<file path="src/rtl/jtag_tap_pkg.sv">
// Shared constants for the JTAG TAP: state encodings, instruction opcodes and default device ID.
package jtag_tap_pkg;

  localparam int IR_WIDTH = 4;

  localparam logic [IR_WIDTH-1:0] IDCODE_INSTR = 4'b0001;
  localparam logic [IR_WIDTH-1:0] BYPASS_INSTR = 4'b1111;

  localparam logic [31:0] DEFAULT_IDCODE = 32'hF00ED093;

  // Classic 1149.1 encoding: the low bits mirror between the DR and IR branches.
  localparam logic [3:0] ST_TEST_LOGIC_RESET = 4'hF;
  localparam logic [3:0] ST_RUN_TEST_IDLE    = 4'hC;
  localparam logic [3:0] ST_SELECT_DR_SCAN   = 4'h7;
  localparam logic [3:0] ST_CAPTURE_DR       = 4'h6;
  localparam logic [3:0] ST_SHIFT_DR         = 4'h2;
  localparam logic [3:0] ST_EXIT1_DR         = 4'h1;
  localparam logic [3:0] ST_PAUSE_DR         = 4'h3;
  localparam logic [3:0] ST_EXIT2_DR         = 4'h0;
  localparam logic [3:0] ST_UPDATE_DR        = 4'h5;
  localparam logic [3:0] ST_SELECT_IR_SCAN   = 4'h4;
  localparam logic [3:0] ST_CAPTURE_IR       = 4'hE;
  localparam logic [3:0] ST_SHIFT_IR         = 4'hA;
  localparam logic [3:0] ST_EXIT1_IR         = 4'h9;
  localparam logic [3:0] ST_PAUSE_IR         = 4'hB;
  localparam logic [3:0] ST_EXIT2_IR         = 4'h8;
  localparam logic [3:0] ST_UPDATE_IR        = 4'hD;

endpackage

</file>
<file path="src/rtl/jtag_tap_controller.sv">
// 16-state TAP controller; state advances on rising TCK from TMS, TRST forces TEST_LOGIC_RESET.
module jtag_tap_controller
  import jtag_tap_pkg::*;
(
  input  logic       TCK,
  input  logic       TRST,
  input  logic       TMS,
  output logic [3:0] state
);

  localparam logic [3:0] TEST_LOGIC_RESET = ST_TEST_LOGIC_RESET;
  localparam logic [3:0] RUN_TEST_IDLE    = ST_RUN_TEST_IDLE;
  localparam logic [3:0] SELECT_DR_SCAN   = ST_SELECT_DR_SCAN;
  localparam logic [3:0] CAPTURE_DR       = ST_CAPTURE_DR;
  localparam logic [3:0] SHIFT_DR         = ST_SHIFT_DR;
  localparam logic [3:0] EXIT1_DR         = ST_EXIT1_DR;
  localparam logic [3:0] PAUSE_DR         = ST_PAUSE_DR;
  localparam logic [3:0] EXIT2_DR         = ST_EXIT2_DR;
  localparam logic [3:0] UPDATE_DR        = ST_UPDATE_DR;
  localparam logic [3:0] SELECT_IR_SCAN   = ST_SELECT_IR_SCAN;
  localparam logic [3:0] CAPTURE_IR       = ST_CAPTURE_IR;
  localparam logic [3:0] SHIFT_IR         = ST_SHIFT_IR;
  localparam logic [3:0] EXIT1_IR         = ST_EXIT1_IR;
  localparam logic [3:0] PAUSE_IR         = ST_PAUSE_IR;
  localparam logic [3:0] EXIT2_IR         = ST_EXIT2_IR;
  localparam logic [3:0] UPDATE_IR        = ST_UPDATE_IR;

  always_ff @(posedge TCK or posedge TRST) begin
    if (TRST) begin
      state <= TEST_LOGIC_RESET;
    end else begin
      case (state)
        TEST_LOGIC_RESET: state <= TMS ? TEST_LOGIC_RESET : RUN_TEST_IDLE;
        RUN_TEST_IDLE:    state <= TMS ? SELECT_DR_SCAN   : RUN_TEST_IDLE;
        SELECT_DR_SCAN:   state <= TMS ? SELECT_IR_SCAN   : CAPTURE_DR;
        CAPTURE_DR:       state <= TMS ? EXIT1_DR         : SHIFT_DR;
        SHIFT_DR:         state <= TMS ? EXIT1_DR         : SHIFT_DR;
        EXIT1_DR:         state <= TMS ? UPDATE_DR        : PAUSE_DR;
        PAUSE_DR:         state <= TMS ? EXIT2_DR         : PAUSE_DR;
        EXIT2_DR:         state <= TMS ? UPDATE_DR        : SHIFT_DR;
        UPDATE_DR:        state <= TMS ? SELECT_DR_SCAN   : RUN_TEST_IDLE;
        SELECT_IR_SCAN:   state <= TMS ? TEST_LOGIC_RESET : CAPTURE_IR;
        CAPTURE_IR:       state <= TMS ? EXIT1_IR         : SHIFT_IR;
        SHIFT_IR:         state <= TMS ? EXIT1_IR         : SHIFT_IR;
        EXIT1_IR:         state <= TMS ? UPDATE_IR        : PAUSE_IR;
        PAUSE_IR:         state <= TMS ? EXIT2_IR         : PAUSE_IR;
        EXIT2_IR:         state <= TMS ? UPDATE_IR        : SHIFT_IR;
        UPDATE_IR:        state <= TMS ? SELECT_DR_SCAN   : RUN_TEST_IDLE;
        default:          state <= TEST_LOGIC_RESET;
      endcase
    end
  end

endmodule

</file>
<file path="src/rtl/jtag_tap.sv">
// JTAG TAP top: instruction, IDCODE and BYPASS registers around the TAP controller; TDO launched on falling TCK.
module jtag_tap
  import jtag_tap_pkg::*;
#(
  parameter logic [31:0] IDCODE = DEFAULT_IDCODE
) (
  input  logic TCK,
  input  logic TRST,
  input  logic TMS,
  input  logic TDI,
  output logic TDO
);

  logic [3:0]          state;
  logic [IR_WIDTH-1:0] ir_shift_q, ir_shift_d;
  logic [IR_WIDTH-1:0] ir_q, ir_d;
  logic [31:0]         dr_q, dr_d;
  logic                bypass_q, bypass_d;
  logic                tdo_q, tdo_d;
  logic                idcode_sel;

  jtag_tap_controller controller (
    .TCK   (TCK),
    .TRST  (TRST),
    .TMS   (TMS),
    .state (state)
  );

  // Any opcode other than IDCODE falls back to BYPASS.
  assign idcode_sel = (ir_q == IDCODE_INSTR);

  always_comb begin
    ir_shift_d = ir_shift_q;
    ir_d       = ir_q;
    dr_d       = dr_q;
    bypass_d   = bypass_q;
    case (state)
      ST_TEST_LOGIC_RESET: ir_d       = IDCODE_INSTR;
      ST_CAPTURE_IR:       ir_shift_d = IDCODE_INSTR;
      ST_SHIFT_IR:         ir_shift_d = {TDI, ir_shift_q[IR_WIDTH-1:1]};
      ST_UPDATE_IR:        ir_d       = ir_shift_q;
      ST_CAPTURE_DR: begin
        if (idcode_sel) dr_d     = IDCODE;
        else            bypass_d = 1'b0;
      end
      ST_SHIFT_DR: begin
        if (idcode_sel) dr_d     = {TDI, dr_q[31:1]};
        else            bypass_d = TDI;
      end
      default: ;
    endcase
  end

  always_comb begin
    tdo_d = 1'b0;
    case (state)
      ST_SHIFT_DR: tdo_d = idcode_sel ? dr_q[0] : bypass_q;
      ST_SHIFT_IR: tdo_d = ir_shift_q[0];
      default:     tdo_d = 1'b0;
    endcase
  end

  always_ff @(posedge TCK or posedge TRST) begin
    if (TRST) begin
      ir_shift_q <= IDCODE_INSTR;
      ir_q       <= IDCODE_INSTR;
      dr_q       <= IDCODE;
      bypass_q   <= 1'b0;
    end else begin
      ir_shift_q <= ir_shift_d;
      ir_q       <= ir_d;
      dr_q       <= dr_d;
      bypass_q   <= bypass_d;
    end
  end

  // Falling-edge launch keeps TDO stable across the host's rising-edge sample.
  always_ff @(negedge TCK or posedge TRST) begin
    if (TRST) tdo_q <= 1'b0;
    else      tdo_q <= tdo_d;
  end

  assign TDO = tdo_q;

endmodule

</file>
<file path="config.mk">
export PLATFORM = sky130hd
export DESIGN_NAME = jtag_tap
export DESIGN_NICKNAME = d
export VERILOG_FILES = /design/src/rtl/jtag_tap_pkg.sv /design/src/rtl/jtag_tap_controller.sv /design/src/rtl/jtag_tap.sv
export SDC_FILE = /design/constraint.sdc
export NUM_CORES = 1
export LEC_CHECK = 0
export ABC_AREA = 0
export ABC_CLOCK_PERIOD_IN_PS = 1900
export CAP_MARGIN = 15
export CORE_MARGIN = 5
export CORE_UTILIZATION = 45
export CTS_BUF_LIST = sky130_fd_sc_hd__clkbuf_8
export DETAILED_ROUTE_END_ITERATION = 10
export DONT_BUFFER_PORTS = 1
export SYNTH_ARGS = -nofsm -noshare
export SYNTH_HDL_FRONTEND = slang
export SYNTH_SLANG_ARGS = --single-unit
</file>
<file path="constraint.sdc">
create_clock -name TCK -period 1.9 [get_ports TCK]
set_clock_uncertainty 0.1 [all_clocks]
set_input_delay 0.57 -clock TCK [delete_from_list [all_inputs] [get_ports TCK]]
set_output_delay 0.57 -clock TCK [all_outputs]
set_load 0.005 [all_outputs]
</file>
==> reports/metrics.cfg, run 1 <==
[critical_path]
path_depth=2
path_buf_inv=0
cp_data_required_time_ps=1130
cpLargestDelayFamily=flip-flops
path_class=reg -> reg
reg2reg_depth=2
crit_chain=or3b_2 > o32ai_1
end_kind=flop
start_kind=flop
crit_arrival_ps=1580
critical_path_peak_fanout=2
max_stage_delay_ps=530
critical-path-slowest-cell=dfstp_2

[synth]
synth_edf_count=0
async_flop_share_pct=100
synth_nets=193
synthMostInstantiatedCell=dfrtp_1
yosys-top-cells-count=25 x dfrtp_1, 20 x dfstp_2, 20 x nor2b_1
synth_seq_cells=46
ys_types=29
synth.area.top_cells=dfrtp_1 29%, dfstp_2 25%, mux2_4 7.0%, nor2b_1 5.8%, mux2_2 5.8%
synth_area_leader_cell=dfrtp_1
seq_area_frac_synth_pct=54.9
avgSynthCellArea_sq_um=11.3
yosys_warnings=0
ys.flop_type=dfrtp_1
synth_top_area_share_pct=29.2
synth_area_sq_um=2140
synth_cells=189

[pwr]
swShare_pct=35.4
pwr-share-clk_pct=15.3
seq_power_share_pct=43.8
peakVddDrop_uv=806
switchingPower_uw=1350
intPower_uw=2470
comb_power_share_pct=40.9
power_density_nw_per_um2=1610
p_leak_uw=0.00106

[global_routing]
grt_use_total_pct=13.4
antenna_found_initial=0
grt_pass1_wl_mm=6.53
first_global_vias=1362
grt-ovfl-total=0
grt_max_degree=46

[min_path]
min_path_type=in -> async

[finish]
regArea_sq_um=1180
nFillCells=425
drive_above_1_share_pct=34.8
nets=201
multi_input_area_sq_um=908
area.growth.synth_to_final_pct=10.6
utilization_pct=50.8
diodes=0
fin_area_sq_um=2370

[clock_tree]
clockBufferDepth=2
clock_sinks=46
cts_root_buf=clkbuf_8
htreeDepth=2
cts_tree=built
cts_buffers=5
clk_latency_ps=290
cts.clk_slew.worst_paths_ps=80

[die]
die_x_um=79.0
die_area_sq_um=6240
ioPinCount=5
rows=25
initial_utilization_pct=45.9
core_sq_um=4660
die_h_um=79.0

[sta]
slew_headroom_pct=62.0
final.setup.tns_ps=-873
hold_viol=0
layout_setup_ws_ps=-456
setup_viol=2
rsz0062_at_grt=yes
worstMarginPinSlew_ps=570
finalMaxSlewViolations=0

[place]
dpl.hpwl_mm=2.13
io_buffers=0
placedInstanceArea_sq_um=2210
place.gp.congestion=0.732

[routing]
viasPerCell=5.41
wl_mm=3.74
drt_pass1_iterations=4
routedWlPerCell_um=14.8
vias=1364
drtIter0Drc=115
antenna_left=0
drcViolationCount=0

[job]
maxCapViolations=0

[status]
status=finished with violations
violations=negative setup slack

==> area by class of cell <==
| class | count | share of cell area, % |
|---|---|---|
| clock inverter | 2 | 0.317 |
| inverter | 1 | 0.317 |
| tap | 54 | 2.85 |
| sequential | 46 | 49.7 |
| timing repair buffer | 15 | 4.97 |
| clock buffer | 6 | 3.49 |
| multi-input combinational | 128 | 38.4 |
==> path summary, 6_finish.rpt <==
kind / startpoint / to / slack (ps)
setup / recovery: controller.state[1]$_DFF_PP1_ / TDO$_DFF_NP0_ / -460
hold / removal: TRST / ir_q[3]$_DFFE_PP0P_ / 240
setup reg to reg: controller.state[1]$_DFF_PP1_ / TDO$_DFF_NP0_ / -460
hold reg to reg: dr_q[11]$_DFFE_PP0P_ / dr_q[11]$_DFFE_PP0P_ / 410
max in group asynchronous: TRST / TDO$_DFF_NP0_ / 840
min in group TCK: TMS / controller.state[1]$_DFF_PP1_ / 240
==> timing repair <==
item / in CTS / in global routing
endpoints found under the hold margin: 0 / 0
setup endpoints to repair: 20 / 34
hold buffers: 0 / 0
cloned: 1 / 1
buffers inserted: 1 / 3
gates resized for setup: 2 / 2
==> state kept, by name, indices dropped and copies added, names as in the netlist <==
name,flops
bypass_q,1
ir_shift_q,4
controller.state,4
dr_q,32
ir_q,4
TDO,1
==> power groups by stage <==
stage	clock network, uW	registers [uW]	logic [uW]
6_report	586	1670	1560
5_1_grt	656	1720	1730
4_1_cts	615	1670	1490
3_5_place_dp	0	1690	1380
3_3_place_gp	0	1680	1340
2_1_floorplan	0	1630	1160
==> per-stage QoR <==
stage | power (uW) | hold WS, ps | std cells | worst slack (ps)
after floorplan | 2780 | 358 | 189 | -586
after global placement | 3020 | 367 | 238 | -379
after detailed placement | 3070 | 390 | 238 | -453
after CTS | 3780 | 223 | 248 | -465
after global routing | 4110 | 222 | 252 | -495
final | 3820 | 238 | 252 | -456
==> layer usage <==
layer	GRT usage [%]	vias up	routed length [um]
met5	0	-	0
met4	4.12	0	34
met3	4.42	4	109
met2	20.5	14	1730
met1	18.2	684	1870
li1	-	662	-
==> cell families (layout without fill, tap and decap cells) <==
family	count (synthesis)	after routing	share of synthesized area, %
mux	22	22	13.3
flops	46	46	54.9
buf+inv	16	24	3.86
simple gates	62	63	16.2
compound gates	43	43	11.7
==> layout by cell type, fill, tap and decap left out <==
cell type and n:
dfrtp_1 25, nor2_1 18, nor3b_4 1, nor2b_1 20, nor4b_4 1, a22o_1 1, buf_6 2, o32ai_1 1
mux2_4 10, mux2_2 11, clkbuf_8 6, mux2i_1 1, o21ai_0 10, nand3b_1 1, nand2_4 1, buf_2 1
dfstp_2 20, nand2_8 1, inv_1 2, nand2_1 10, buf_4 12, o21ba_2 1, a21boi_0 1, clkinvlp_4 1
dfrtn_1 1, nand2b_1 6, nand3_1 3, a21oi_1 14, or3b_2 1, a31oi_1 14, o2bb2ai_1 1
Power figures use the tool's default switching activity.
==> run 2, diff against run 1 <==
CTS_BUF_LIST = sky130_fd_sc_hd__clkbuf_2   (was sky130_fd_sc_hd__clkbuf_8)
==> reports/metrics.cfg, run 2 (synthesized netlist as in run 1, its figures left out) <==
[sta]
setup_viol=15
hold_ws_ps=97.4
worstMarginPinSlew_ps=562
hold_viol=0
finalMaxSlewViolations=0
slew_headroom_pct=62.5
layout_setup_ws_ps=-523
rsz0062_at_grt=yes

[critical_path]
crit_arrival_ps=1720
end_kind=flop
cp_data_required_time_ps=1200
critical_path_peak_fanout=2
path_class=reg -> reg
reg2reg_depth=2
start_kind=flop

[finish]
utilization_pct=48.9
nets=197
largest_register_ffs=32
fin_area_sq_um=2280
final_common_cell=dfrtp_1
layout_common_cells=25 x dfrtp_1, 20 x nor2b_1, 20 x dfstp_2
area.growth.synth_to_final_pct=6.55
drive_above_1_share_pct=34.0
top_register=dr_q
diodes=0

[clock_tree]
htreeDepth=2
cts_buffers=5
clk_latency_ps=390
cts_tree=built
clock_sinks=46
cts_root_buf=clkbuf_2
cts.clk_slew.worst_paths_ps=220
clockBufferDepth=2
hold_buffers=0

[routing]
vias=1331
drt_pass1_iterations=4
drtIter0Drc=106
drcViolationCount=0
antenna_left=0
routedWlPerCell_um=14.1
viasPerCell=5.37
wl_mm=3.50

[pwr]
peakVddDrop_uv=665
intPower_uw=2220
p_leak_uw=0.00101
seq_power_share_pct=47.7
switchingPower_uw=1270
swShare_pct=36.5
comb_power_share_pct=41.3
power_density_nw_per_um2=1530
pwr-share-clk_pct=10.9

[die]
die_x_um=79.0
ioPinCount=5
rows=25
die_h_um=79.0
die_area_sq_um=6240
initial_utilization_pct=45.9
core_sq_um=4660

[global_routing]
grt_pass1_wl_mm=6.30
grt-ovfl-total=0
first_global_vias=1324
antenna_found_initial=0
grt_use_total_pct=12.8
grt_max_degree=46

[place]
placedInstanceArea_sq_um=2210
io_buffers=0
pre_cts_slack_ps=-453
place.gp.congestion=0.732
dpl.hpwl_mm=2.13

[min_path]
min_path_type=in -> async

[status]
violations=negative setup slack
status=finished with violations

[job]
maxCapViolations=0

run 2: changes by cell type in the layout (fill, tap and decap cells not counted):
cell and change:
clkbuf_2 +7, clkbuf_8 -6, inv_1 -2, buf_2 -1, buf_4 -1, buf_6 -1
clkinv_1 +1, nand2_4 -1
run 2: worst paths after layout:
path                                                  to  slack, ps                           from
max reg2reg                                TDO$_DFF_NP0_       -520  controller.state[1]$_DFF_PP1_
max in group asynchronous                  TDO$_DFF_NP0_        910                           TRST
min reg2reg                    ir_shift_q[0]$_DFFE_PP1N_        420      ir_shift_q[0]$_DFFE_PP1N_
max                                        TDO$_DFF_NP0_       -520  controller.state[1]$_DFF_PP1_
min                                 dr_q[26]$_DFFE_PP0P_        100                           TRST
min in group TCK           controller.state[1]$_DFF_PP1_        110                            TMS
run 2: area by class of cell:
class / instances / area, sq um
clock buffers: 7 / 35.0
repair buffers: 12 / 93.8
fillers: 438 / 2380
well taps: 54 / 67.6
inverters: 1 / 7.51
clock inverters: 1 / 3.75
flip-flops and latches: 46 / 1180
multi-input cells: 127 / 897
run 2: routing by layer:
| layer | up-vias | global-route usage [%] | routed length [um] |
|---|---|---|---|
| li1 | 655 | - | - |
| met1 | 655 | 17.5 | 1730 |
| met2 | 15 | 19.6 | 1620 |
| met3 | 6 | 3.74 | 111 |
| met4 | 0 | 4.12 | 44 |
| met5 | - | 0 | 0 |
run 2: per-stage QoR:
stage | setup TNS, ps | std cells | power [uW]
final | -1420 | 248 | 3490
after floorplan | -742 | 189 | 2780
after CTS | -1920 | 246 | 3500
after global placement | -952 | 238 | 3020
after detailed placement | -2000 | 238 | 3070
after global routing | -3150 | 248 | 3780
run 2: power by group through the flow:
stage / Combinational, uW / Sequential [uW] / Clock, uW
final: 1440 / 1670 / 382
after floorplan: 1160 / 1630 / 0
after global routing: 1610 / 1710 / 452
after global placement: 1340 / 1680 / 0
after CTS: 1410 / 1670 / 413
after detailed placement: 1380 / 1690 / 0
run 2: worst max-delay path, cell delays in order, from the launching register on:
cell and delay (ps):
dfstp_2 570, or3b_2 460, o32ai_1 310
run 2: timing repair:
item                                    CTS  global route
resized for setup                         2             1
cloned                                    0             0
buffers inserted                          1             2
endpoints found under the setup margin   20            34
